===== src/rtl/dsp_mac_stream.sv =====
// dsp_mac_stream: streaming pre-add/multiply/accumulate engine emitting a rounded, saturated sum per frame
//   CLK/RST          clock, async active-high reset
//   s_valid/s_ready  input beat handshake; s_a, s_b, s_d operands, s_op pre-adder control, s_last frame end
//   m_valid/m_ready  result handshake; m_data sum, m_sat clipped, m_trunc closed by MAX_LEN, m_count beats
module dsp_mac_stream #(
  parameter int A_W = 18,
  parameter int B_W = 18,
  parameter int ACC_W = 48,
  parameter int OUT_W = 32,
  parameter int SHIFT = 0,
  parameter int MAX_LEN = 256,
  parameter int CNT_W = $clog2(MAX_LEN + 1)
) (
  input  logic                    CLK,
  input  logic                    RST,
  input  logic                    s_valid,
  output logic                    s_ready,
  input  logic signed [A_W-1:0]   s_a,
  input  logic signed [B_W-1:0]   s_b,
  input  logic signed [B_W-1:0]   s_d,
  input  logic [1:0]              s_op,
  input  logic                    s_last,
  output logic                    m_valid,
  input  logic                    m_ready,
  output logic signed [OUT_W-1:0] m_data,
  output logic                    m_sat,
  output logic                    m_trunc,
  output logic [CNT_W-1:0]        m_count
);
  localparam int P_W = A_W + B_W + 1;
  localparam logic signed [ACC_W:0] MAX_V = {{(ACC_W-OUT_W+2){1'b0}}, {(OUT_W-1){1'b1}}};
  localparam logic signed [ACC_W:0] MIN_V = {{(ACC_W-OUT_W+2){1'b1}}, {(OUT_W-1){1'b0}}};
  // Half an output LSB; shifting left then right yields zero when SHIFT is 0.
  localparam logic signed [ACC_W:0] RND = ((ACC_W+1)'(1) << SHIFT) >> 1;
  logic en, take, hit, last_in, trunc_in, hi, lo;
  logic [CNT_W-1:0] cnt, cnt_n, c1, c2, c3;
  logic v1, l1, t1, v2, l2, t2, v3, l3, t3;
  logic signed [A_W-1:0] a1, a2;
  logic signed [B_W-1:0] b1, d1;
  logic [1:0] op1;
  logic signed [B_W:0] opnd, o2;
  logic signed [P_W-1:0] p3;
  logic signed [ACC_W-1:0] acc, sum;
  logic signed [ACC_W:0] rs, r;
  logic [OUT_W-1:0] od;
  always_comb begin
    en = !m_valid || m_ready;
    s_ready = en && !RST;
    take = s_valid && s_ready;
    cnt_n = cnt + CNT_W'(1);
    hit = cnt_n == CNT_W'(MAX_LEN);
    last_in = s_last || hit;
    trunc_in = hit && !s_last;
    // Operands widened by one bit first so the pre-adder cannot wrap.
    opnd = !op1[0] ? {b1[B_W-1], b1}
         : op1[1] ? {d1[B_W-1], d1} - {b1[B_W-1], b1}
         : {d1[B_W-1], d1} + {b1[B_W-1], b1};
    sum = acc + ACC_W'(p3);
    rs = $signed({sum[ACC_W-1], sum}) + RND;
    r = rs >>> SHIFT;
    hi = r > MAX_V;
    lo = r < MIN_V;
    od = hi ? MAX_V[OUT_W-1:0] : lo ? MIN_V[OUT_W-1:0] : r[OUT_W-1:0];
  end
  always_ff @(posedge CLK or posedge RST) begin
    if (RST) begin
      cnt <= '0;
      {v1, l1, t1, v2, l2, t2, v3, l3, t3} <= '0;
      {c1, c2, c3} <= '0;
      {a1, b1, d1, op1, a2, o2, p3} <= '0;
      acc <= '0;
      m_valid <= 1'b0;
      m_data <= '0;
      m_sat <= 1'b0;
      m_trunc <= 1'b0;
      m_count <= '0;
    end else if (en) begin
      v1 <= take;
      if (take) begin
        a1 <= s_a;
        b1 <= s_b;
        d1 <= s_d;
        op1 <= s_op;
        l1 <= last_in;
        t1 <= trunc_in;
        c1 <= cnt_n;
        cnt <= last_in ? '0 : cnt_n;
      end
      {v2, l2, t2, c2, a2, o2} <= {v1, l1, t1, c1, a1, opnd};
      {v3, l3, t3, c3} <= {v2, l2, t2, c2};
      p3 <= P_W'(a2) * P_W'(o2);
      // A new result may replace the one just consumed on the same edge.
      m_valid <= v3 && l3;
      if (v3) begin
        if (l3) begin
          acc <= '0;
          m_data <= od;
          m_sat <= hi || lo;
          m_trunc <= t3;
          m_count <= c3;
        end else begin
          acc <= sum;
        end
      end
    end
  end
endmodule


===== config.mk =====
export PLATFORM = sky130hd
export DESIGN_NAME = dsp_mac_stream
export DESIGN_NICKNAME = d
export VERILOG_FILES = /design/src/rtl/dsp_mac_stream.sv
export SDC_FILE = /design/constraint.sdc
export NUM_CORES = 2
export LEC_CHECK = 0
export BUFFER_PORTS_ARGS = -buffer_cell sky130_fd_sc_hd__buf_2
export CAP_MARGIN = 20
export CORE_ASPECT_RATIO = 0.8
export CORE_MARGIN = 4
export CORE_UTILIZATION = 45
export DETAILED_ROUTE_END_ITERATION = 10
export PLACE_DENSITY_LB_ADDON = 0.25
export SLEW_MARGIN = 40
export SYNTH_ARGS = -nofsm -noshare
export SYNTH_HDL_FRONTEND = slang
export SYNTH_SLANG_ARGS = --single-unit

===== constraint.sdc =====
create_clock -name CLK -period 16.8 [get_ports CLK]
set_input_delay 2.52 -clock CLK [delete_from_list [all_inputs] [get_ports CLK]]
set_output_delay 2.52 -clock CLK [all_outputs]
set_load 0.02 [all_outputs]

==> summary.txt <==
Yosys
  • Syn Nets: around 3.7k
  • Synth Area in Compound Gates: 0.1105
  • Synth Area in XOR/XNOR: 0.03631
  • Distinct cells, synth: around 70
  • Yosys reg bits: around 270
  • Main synth FF type: dfrtp_1
  • Post-synthesis mux area share: 0.006289
  • EDFF count, synth: 0
  • Synth warn: 0
  • Post-synth ARST share: 1.000
  • Largest family of logic cells by synthesized area: adder cells
  • Avg Inst Size Synth: 8.803 sq um
  • Simple-gate share of the synthesized area: 0.1864
  • Sequential fraction of the synthesis area: 0.2451
  • Synthesized area: roughly 0.027 sq mm
  • Area share of fa/ha/maj cells after synthesis: 0.3297
  • Syn Inst Count: 3096

Critical path
  • Crit Path Class: register to register
  • Critical path's top delay family: adder cells
  • Max incr delay on CP: 0.69 ns
  • CP Launch Type: register
  • Worst flop-to-flop path startpoint: o2[5]
  • Critical Path AT: around 8 ns
  • Worst EP required: roughly 17 ns
  • Worst path most repeated cell: fa_1
  • FF-to-FF End: p3[36]
  • Endpoint type of the worst setup path: register
  • CP Max Fanout: 19
  • Critical Path Slowest Stage Cell: dfrtp_1
  • Reg2reg setup slack: ~9 ns
  • Worst-case reg-to-reg path depth: 24
  • Crit path buf inv count: 4
  • Cells along the critical path: and2_1 > fa_1 > inv_1 > fa_1 > fa_1 > fa_1 > inv_1 > fa_1 > inv_1 > fa_1 > inv_1 > ha_1 > a21oi_1 > o21a_1 > o22ai_1 > a211oi_1 > a31o_2 > o21ai_0 > nand3_1 > a31oi_1 > or4_1 > a31oi_1 > xnor2_1 > o21ai_0

Flow run
  • Max cap viols: 0

Floorplanning
  • # IOs: 106
  • Initial Util: 0.4561
  • Die Ht: roughly 230 um
  • Placeable Area: roughly 0.060 sq mm
  • Die width: ~280 um
  • Die area: 0.06459 sq mm
  • FP Rows: 80

Route
  • DR pass1 iterations: 7
  • Via count: ~21k
  • Vias per Instance: 5.352
  • DR WL/cell: roughly 18 um
  • Routed Antenna Nets: 0
  • Final WL: about 70000 um
  • 1st-iter DRT viols: around 1.4k
  • Residual DRC: 0

Hold path
  • HP Start: c2[7]
  • Hold Crit Depth: 2
  • Hold Path Sink: c2[7]
  • HP Class: register to register

STA
  • Setup TNS: 0 ns
  • Final Max Tran Viols: 0
  • Final min period: 7.571 ns
  • Final period util: 0.4507
  • Max_slew headroom: 0.4153
  • Slew @ Worst Pin: about 0.88 ns
  • Final Hold Fails: 0
  • Finish-stage setup viols: 0
  • FMAX: roughly 130 MHz
  • Skew final: 0.03973 ns
  • RSZ-0062 raised after global routing: no

Cells and area
  • Fill cells: approximately 5.7k
  • NumNets Final: between 3k and 4k
  • Layout cell share with drive strength beyond 1: 0.07423
  • Final Cell Area: roughly 0.029 sq mm
  • P&R area growth vs syn: 7.634%

CTS
  • CTS tree: built
  • Clock slew at reported path FFs: 0.08 ns
  • # H-tree levels: 1
  • CTS sink count: 267
  • Clock root buffer: clkbuf_16
  • CTS buffer count: 29
  • Clock Path Buffers: 3
  • Number of setup buffers added after CTS: 0
  • Worst-Skew Late Latency: slightly below 0.6 ns
  • Resize count post-CTS: 0
  • CTS Hold Bufs: 0

Placement
  • Placed cell areas: around 0.028 sq mm
  • GPL Wtd Cong: ~0.96
  • Dpl hpwl: 53810 um
  • # port buffers: around 110

GRT
  • Largest net degree at the start of global routing: 130
  • Initial antenna violation count: 4
  • First-pass GRT wire length: 116500 um
  • Gr usage total: 0.2198
  • Vias in the first global route: 21.93k
  • Total congestion overflow: 0

Outcome
  • Run status: completed
-- sequential cells by signal, summed over array words and instances, names as in the netlist, 2 cells and up --
signal	count
a1	18
a2	18
acc	48
b1	18
c1	9
c2	9
c3	9
cnt	9
d1	18
m_count	9
m_data	32
o2	19
op1	2
p3	37
-- cell type report --
| cell class | instances | area, sq um | area share |
|---|---|---|---|
| clock inverters | 14 | 172.7 | 0.005886 |
| flip-flops and latches | 267 | 6689 | 0.2280 |
| inverters | 447 | 1690 | 0.05762 |
| diodes | 1 | 2.502 | 0.00008530 |
| repair buffers | 120 | 699.4 | 0.02384 |
| multi-input cells | 2224 | 18270 | 0.6228 |
| well taps | 779 | 974.7 | 0.03323 |
| clock buffers | 40 | 837.1 | 0.02853 |
-- stage by stage --
step | setup slack, ns | instances | hold WS [ns] | util
2_1_floorplan | 6.915 | 3096 | 0.4386 | -
3_3_place_gp | 9.319 | 3834 | 0.4525 | 0.4724
3_5_place_dp | 9.276 | 3836 | 0.4546 | 0.4733
4_1_cts | 9.274 | 3890 | 0.4704 | 0.4902
5_1_grt | 8.911 | 3891 | 0.4829 | 0.4909
6_report | 9.229 | 3892 | 0.4667 | 0.4909
-- worst min-delay path, delay by kind of cell (launching register included) --
kind	cells	cell delay, ns
flops	1	0.34
simple gates	2	0.10
-- how the worst max path moves through the flow --
stage | from | end | slack (ns) | cells past startpoint
3_5_place_dp | o2[5] | p3[36] | 9.28 | 24
3_3_place_gp | o2[5] | p3[36] | 9.32 | 24
5_1_grt | a2[11] | p3[35] | 8.91 | 24
2_1_floorplan | RST | a1[0] | 6.91 | 1
4_1_cts | o2[5] | p3[36] | 9.27 | 24
6_report | o2[5] | p3[36] | 9.23 | 24
-- cell families (layout without fill, tap and decap cells) --
logic type / count (synthesis) / count (layout)
and+or+nand+nor: 1126 / 1126
buffers and inverters: 605 / 621
DFF: 267 / 267
other: 0 / 1
xor gates and xnor gates: 113 / 113
AOI/OAI and AO/OA: 458 / 458
muxes: 17 / 17
adders and majority gates: 510 / 510
-- cell usage in the layout, fill, tap and decap left out, types with 6 or more instances in the layout --
cell	synthesis	routed
mux2i_1	16	16
or3_1	11	11
and3_1	18	17
o21ai_0	115	115
buf_4	0	9
buf_2	5	105
o31ai_1	10	10
a21oi_1	117	117
dfrtp_1	267	261
clkinv_2	0	6
xnor2_1	76	76
o211ai_1	8	8
a21o_1	37	37
xor2_1	37	37
clkbuf_8	0	8
nor2_1	153	152
nor2b_1	15	14
nand2b_1	21	20
a211oi_1	9	9
inv_1	446	445
nand2_1	621	620
nor4_1	9	9
fa_1	347	347
ha_1	163	163
nand3_1	30	30
clkbuf_16	0	29
a21oi_2	32	32
nor3_1	25	25
nand4_1	21	21
and2_1	179	179
dfrtp_2	0	6
a22o_1	35	35
o21bai_1	13	12
a31oi_1	19	19
o21a_1	14	14
-- synthesized netlist by cell type, drive strengths merged, types with 18 or more instances --
| cell | n | area share |
|---|---|---|
| and3 | 18 | 0.0041 |
| o21ai | 120 | 0.022 |
| a22o | 35 | 0.011 |
| xor2 | 37 | 0.012 |
| xnor2 | 76 | 0.024 |
| ha | 163 | 0.075 |
| nand2b | 21 | 0.0048 |
| nor2 | 153 | 0.021 |
| and2 | 179 | 0.041 |
| nand3 | 30 | 0.0055 |
| clkbuf | 142 | 0.020 |
| nand2 | 621 | 0.086 |
| a21o | 37 | 0.010 |
| a31oi | 20 | 0.0048 |
| inv | 446 | 0.061 |
| dfrtp | 267 | 0.25 |
| nor3 | 25 | 0.0046 |
| nand4 | 21 | 0.0048 |
| fa | 347 | 0.25 |
| a21oi | 150 | 0.032 |
-- per-layer routing --
metal	vias to the layer above	global-route usage	wire, um
met5	-	0	0
met4	0	0.04598	1516
met3	82	0.03453	4475
met2	569	0.3487	31430
met1	10420	0.3215	32270
li1	9761	-	-
Power is left out: the tool's default activity adds up to more than one toggle a clock period on the data nets, which glitch-free logic cannot reach.
